`src/rtl/pc_call_ctrl.sv`:
```
// Program counter with call/return control driving an external 8-bit return stack.
// Latency: PC/DEPTH/flags update on the next rising edge; STK_PUSH/STK_POP/STK_VALUE are same-cycle combinational.
// Backpressure: STALL holds all state and suppresses stack strobes; no other flow control.
//
// Ports:
//   clk, rst            single clock, synchronous active-high reset
//   STALL/JUMP/CALL/RET action requests, decoded with priority STALL > RET > CALL > JUMP > increment
//   TARGET              jump/call destination
//   STK_DATA            return-stack read data, valid while STK_POP is high
//   PC                  registered program counter
//   STK_PUSH/STK_POP    return-stack strobes (never both high)
//   STK_VALUE           return address to push, always PC + INSTR_BYTES
//   DEPTH               number of return addresses currently stacked
//   OVERFLOW/UNDERFLOW  sticky fault flags, cleared only by rst
//
// Optional feature: define PC_CALL_CTRL_FAULT_HALT_EN to freeze the controller in
// HALT on the first overflow/underflow. The default build never leaves RUN.
module pc_call_ctrl #(
  parameter int    UUID        = 0,
  parameter string NAME        = "",
  parameter int    INSTR_BYTES = 4,
  parameter int    STACK_DEPTH = 32
) (
  input  logic       clk,
  input  logic       rst,
  input  logic       STALL,
  input  logic       JUMP,
  input  logic       CALL,
  input  logic       RET,
  input  logic [7:0] TARGET,
  input  logic [7:0] STK_DATA,
  output logic [7:0] PC,
  output logic       STK_PUSH,
  output logic       STK_POP,
  output logic [7:0] STK_VALUE,
  output logic [5:0] DEPTH,
  output logic       OVERFLOW,
  output logic       UNDERFLOW
);

  // Elaboration-time range checks on the configuration.
  if (INSTR_BYTES < 1 || INSTR_BYTES > 255) begin : g_bad_instr_bytes
    $error("pc_call_ctrl: INSTR_BYTES must be in 1..255");
  end
  if (STACK_DEPTH < 1 || STACK_DEPTH > 63) begin : g_bad_stack_depth
    $error("pc_call_ctrl: STACK_DEPTH must be in 1..63");
  end
  if (UUID < 0) begin : g_bad_uuid
    $error("pc_call_ctrl: UUID must be non-negative");
  end

  localparam logic [7:0] PC_INC    = 8'(INSTR_BYTES);
  localparam logic [5:0] MAX_DEPTH = 6'(STACK_DEPTH);

  localparam logic [0:0] S_RUN  = 1'b0;
  localparam logic [0:0] S_HALT = 1'b1;

  // ---------------------------------------------------------------------------
  // State
  // ---------------------------------------------------------------------------
  logic [7:0] pc_q;
  logic [5:0] depth_q;
  logic       ovf_q;
  logic       unf_q;
  logic [0:0] state_q;

  // ---------------------------------------------------------------------------
  // Action decode
  // ---------------------------------------------------------------------------
  logic       active;      // cycle may change architectural state
  logic       act_ret;
  logic       act_call;
  logic       act_jump;
  logic       stk_empty;
  logic       stk_full;
  logic       do_pop;
  logic       do_push;
  logic       ret_fault;
  logic       call_fault;
  logic       fault_hold;  // fault cycle freezes PC instead of incrementing
  logic [7:0] pc_inc;
  logic [7:0] pc_next;
  logic [5:0] depth_next;
  logic [0:0] state_next;

  // Reset and HALT both mask every action so that no strobe can leak out
  // in a cycle whose effects are about to be discarded or are frozen.
  assign active = !rst && (state_q == S_RUN) && !STALL;

  assign act_ret  = active && RET;
  assign act_call = active && !RET && CALL;
  assign act_jump = active && !RET && !CALL && JUMP;

  assign stk_empty = (depth_q == 6'd0);
  assign stk_full  = (depth_q >= MAX_DEPTH);

  assign do_pop     = act_ret && !stk_empty;
  assign do_push    = act_call && !stk_full;
  assign ret_fault  = act_ret && stk_empty;
  assign call_fault = act_call && stk_full;

  assign pc_inc = pc_q + PC_INC;

`ifdef PC_CALL_CTRL_FAULT_HALT_EN
  // The faulting cycle is the first frozen cycle: PC stays where the bad
  // CALL/RET was issued so software can see the faulting address.
  assign fault_hold = ret_fault || call_fault;
`else
  assign fault_hold = 1'b0;
`endif

  always_comb begin
    pc_next = pc_q;
    if (!active || fault_hold) begin
      pc_next = pc_q;
    end else if (do_pop) begin
      pc_next = STK_DATA;
    end else if (do_push || act_jump) begin
      pc_next = TARGET;
    end else begin
      // Plain increment, also used for CALL/RET that fault without halting.
      pc_next = pc_inc;
    end
  end

  always_comb begin
    depth_next = depth_q;
    if (do_push) begin
      depth_next = depth_q + 6'd1;
    end else if (do_pop) begin
      depth_next = depth_q - 6'd1;
    end
  end

  always_comb begin
    state_next = state_q;
`ifdef PC_CALL_CTRL_FAULT_HALT_EN
    if (state_q == S_RUN && (ret_fault || call_fault)) begin
      state_next = S_HALT;
    end
`endif
  end

  // ---------------------------------------------------------------------------
  // Registers
  // ---------------------------------------------------------------------------
  always_ff @(posedge clk) begin
    if (rst) begin
      pc_q    <= 8'h00;
      depth_q <= 6'd0;
      ovf_q   <= 1'b0;
      unf_q   <= 1'b0;
      state_q <= S_RUN;
    end else begin
      pc_q    <= pc_next;
      depth_q <= depth_next;
      ovf_q   <= ovf_q || call_fault;
      unf_q   <= unf_q || ret_fault;
      state_q <= state_next;
    end
  end

  // ---------------------------------------------------------------------------
  // Outputs
  // ---------------------------------------------------------------------------
  assign PC        = pc_q;
  assign DEPTH     = depth_q;
  assign OVERFLOW  = ovf_q;
  assign UNDERFLOW = unf_q;
  assign STK_PUSH  = do_push;
  assign STK_POP   = do_pop;
  assign STK_VALUE = pc_inc;

endmodule

```
`config.mk`:
```
export PLATFORM = sky130hd
export DESIGN_NAME = pc_call_ctrl
export DESIGN_NICKNAME = d
export VERILOG_FILES = /design/src/rtl/pc_call_ctrl.sv
export SDC_FILE = /design/constraint.sdc
export NUM_CORES = 1
export LEC_CHECK = 0
export ABC_AREA = 1
export ABC_CLOCK_PERIOD_IN_PS = 3360
export CAP_MARGIN = 20
export CORE_MARGIN = 8
export CORE_UTILIZATION = 45
export DETAILED_ROUTE_END_ITERATION = 6
export PLACE_DENSITY = 0.81
export SYNTH_ARGS = -nofsm -noshare
export SYNTH_HDL_FRONTEND = slang
export SYNTH_SLANG_ARGS = --single-unit
```
`constraint.sdc`:
```
create_clock -name clk -period 3.36 [get_ports clk]
set_input_delay 0.336 -clock clk [delete_from_list [all_inputs] [get_ports clk]]
set_output_delay 0.336 -clock clk [all_outputs]
set_load 0.02 [all_outputs]
```
==> summary.md <==
| Metric | Value |
|---|---|
| Max Cap Viol | 0 |
| Die area | 4270 um^2 |
| Leak | 0.689 nW |
| Antenna-violating nets left | 0 |
| Worst ir drop on vdd | 290 uV |
| Syn avg cell area | 7.03 um^2 |
| Sequential share of the synthesized area | 29.2% |
| CORE AREA | 2390 um^2 |
| Crit path launch type | input port |
| R2R Path End | DEPTH[5] |
| Cts bufs inserted | 3 |
| Worst-margin pin slew | 384 ps |
| Clock Skew | 3.53 ps |
| Port Buffers | 47 |
| Worst path max stage delay | 620 ps |
| Critical path type | in -> out |
| Detailed-route wire length | 3420 um |
| Synthesized area | 1100 um^2 |
| WHS Path Cells | 1 |
| CP Data Arrival Time | 2260 ps |
| Area grow syn2layout | 45.3% |
| Relative slew slack | 74.3% |
| Fillers | 226 |
| I/O Pins | 48 |
| Mapped Nets | 184 |
| FF-to-FF Start | DEPTH[5] |
| Yosys reg bits | 16 |
| Cell Pwr Density | 377 nW/um^2 |
| Via count | 1220 |
| CTS tree | done |
| Fin crit share | 77.4% |
| Deepest clock path buffer count | 2 |
| Setup TNS | 0 ps |
| Status | completed |
| Slowest CP cell | clkdlybuf4s50_1 |
| CP Max Fanout | 16 |
| First-pass GRT wire length | 5660 um |
| Max Slew Vio Count | 0 |
| Clock Sink Count | 16 |
| Vias in the first global route | 1261 |
| Synth Instances | 156 |
| Hold EP | OVERFLOW |
| Layout net count | 232 |
| Hold wc startpoint | OVERFLOW |
| Post-CTS setup buffer count | 0 |
| Min Tclk post-route | 2600 ps |
| Pre-antenna DRT Iters | 4 |
| Avg Vias per Cell | 5.26 |
| DRT iter0 DRCs | 88 |
| GR Overflow Total | 0 |
| R2r setup slk | 1340 ps |
| Initial antenna violation count | 0 |
| Crit-path cells | clkdlybuf4s50_1 -> nor2_8 -> inv_4 -> nor2_4 -> nand2_4 -> inv_1 -> clkdlybuf4s50_1 |
| Diodes inserted | 0 |
| Initial core utilization | 46.0% |
| Critical Path Most Common Cell | clkdlybuf4s50_1 |
| Rows | 18 |
| Clock latency on the worst-skew pair | 280 ps |
| CTS root buffer | clkbuf_4 |
| Post-cts sizing count | 0 |
| Hold WC Path Type | reg -> reg |
| Worst-path clk slew | 90 ps |
| Worst path required time | 3020 ps |
| Setup crit end kind | primary output |
| Synth unique cells | 28 |
| Max Freq | 0.385 GHz |
| Die height | 65.4 um |
| R2R cell count | 9 |
| Hpwl dp | 2740 um |
| Warnings from Yosys | 0 |
| DIE WIDTH | 65.4 um |
| H-tree Lvls | 1 |
| Cell Count Post-Placement | 229 |
| Final hold viol count | 0 |
| GRT Util Overall | 16.3% |
| CTS Hold Bufs | 0 |
| Final Non-Filler Cells | 232 |
| Final setup fails | 0 |
| Routed length per instance | 14.8 um |
| Share of cells above drive strength 1 | 6.44% |
| DRC errors left | 0 |
| GPL Wtd Cong | 0.841 |
| RSZ-0062 raised after global routing | no |
| Largest net degree at the start of global routing | 17 |
[layout by cell type, fill, tap and decap left out]
| cell | n |
|---|---|
| ha_1 | 5 |
| o211ai_2 | 1 |
| a21boi_0 | 1 |
| nand3_2 | 1 |
| nand2_2 | 1 |
| nor2_4 | 1 |
| nor2_1 | 14 |
| nand2_4 | 2 |
| o21ai_1 | 3 |
| xnor2_1 | 3 |
| inv_4 | 1 |
| nand3_1 | 16 |
| nand4_4 | 1 |
| clkdlybuf4s50_1 | 47 |
| nor2_8 | 1 |
| inv_1 | 18 |
| nand2_1 | 36 |
| nor3_1 | 1 |
| buf_4 | 1 |
| a21oi_1 | 12 |
| o21a_1 | 1 |
| dfxtp_1 | 16 |
| o21ai_0 | 10 |
| nand4_1 | 1 |
| a31oi_1 | 2 |
| xor2_1 | 2 |
| clkbuf_4 | 3 |
| fa_1 | 1 |
[Yosys cell counts]
library cell,count,share of area [%]
fa_1,1,1.8
nand4_4,1,1.9
dfxtp_1,16,29
a21oi_1,12,5.5
nor3_1,1,0.46
nor2_4,1,1.0
nand3_2,1,0.91
nand4_1,1,0.57
nand2_2,1,0.57
nand2_4,2,2.1
buf_4,2,1.4
o21a_1,1,0.68
buf_6,2,2.1
clkbuf_1,1,0.34
xnor2_1,3,2.4
nor2_1,14,4.8
o21ai_1,3,1.4
inv_4,1,0.57
nand2_1,36,12
nand3_1,16,7.3
o21ai_0,10,4.6
ha_1,5,5.7
a21boi_0,1,0.68
o211ai_2,1,1.1
xor2_1,2,1.6
nor2_8,1,1.8
a31oi_1,2,1.1
inv_1,18,6.2
[sequential cells by signal, indices dropped and copies added, names as in the netlist]
name	flops
PC	8
DEPTH	6
OVERFLOW	1
UNDERFLOW	1
[critical path: cells and delay by family]
family	cells	cell delay (ps)
buffers and inverters	4	1410
and+or+nand+nor	3	520
[metal layers]
metal / part of all wire [%] / GRT usage [%] / vias to the layer above
li1: - / - / 601
met1: 40 / 16.6 / 563
met2: 51 / 29.9 / 52
met3: 8.6 / 5.44 / 4
met4: 0.91 / 6.27 / 0
met5: 0 / 0 / -
[cell type report]
| cell class | count | area (um^2) | share of cell area (%) |
|---|---|---|---|
| sequential | 16 | 320 | 20.1 |
| clock buffer | 3 | 22.5 | 1.41 |
| tap | 30 | 37.5 | 2.35 |
| timing repair buffer | 48 | 478 | 30.0 |
| multi-input combinational | 116 | 662 | 41.5 |
| inverter | 19 | 73.8 | 4.63 |
[stage by stage]
stage	setup slack [ps]	util, %	instance area [um^2]	hold slack, ps	total power, mW
floorplan	1360	-	1100	503	0.401
global placement	716	65.8	1570	452	0.493
detailed placement	598	65.8	1570	456	0.503
CTS	756	66.8	1590	478	0.601
global route	662	66.8	1590	498	0.637
finish	761	66.8	1590	474	0.600
[cells by family after synthesis]
group           Yosys count  share of synthesized area (%)
fa+ha+maj                 6                           7.53
simple gates             75                           33.8
compound gates           30                           15.1
buf+inv                  24                           10.5
flops                    16                           29.2
xor+xnor                  5                           3.99
[power breakdown]
part | switching [mW] | internal (mW) | total (mW) | leakage (nW)
Clock | 0.0577 | 0.0415 | 0.0993 | 0.0138
Combinational | 0.147 | 0.124 | 0.271 | 0.545
Sequential | 0.0219 | 0.208 | 0.230 | 0.130
[worst max-delay path by stage]
stage / start / endpoint / cells past startpoint
floorplan: STALL / DEPTH[5] / 10
finish: STALL / STK_POP / 7
detailed placement: STALL / DEPTH[5] / 10
global placement: STALL / DEPTH[5] / 10
global route: STALL / STK_POP / 7
CTS: STALL / STK_POP / 7
Note: power is estimated with default switching activity, not from simulation.
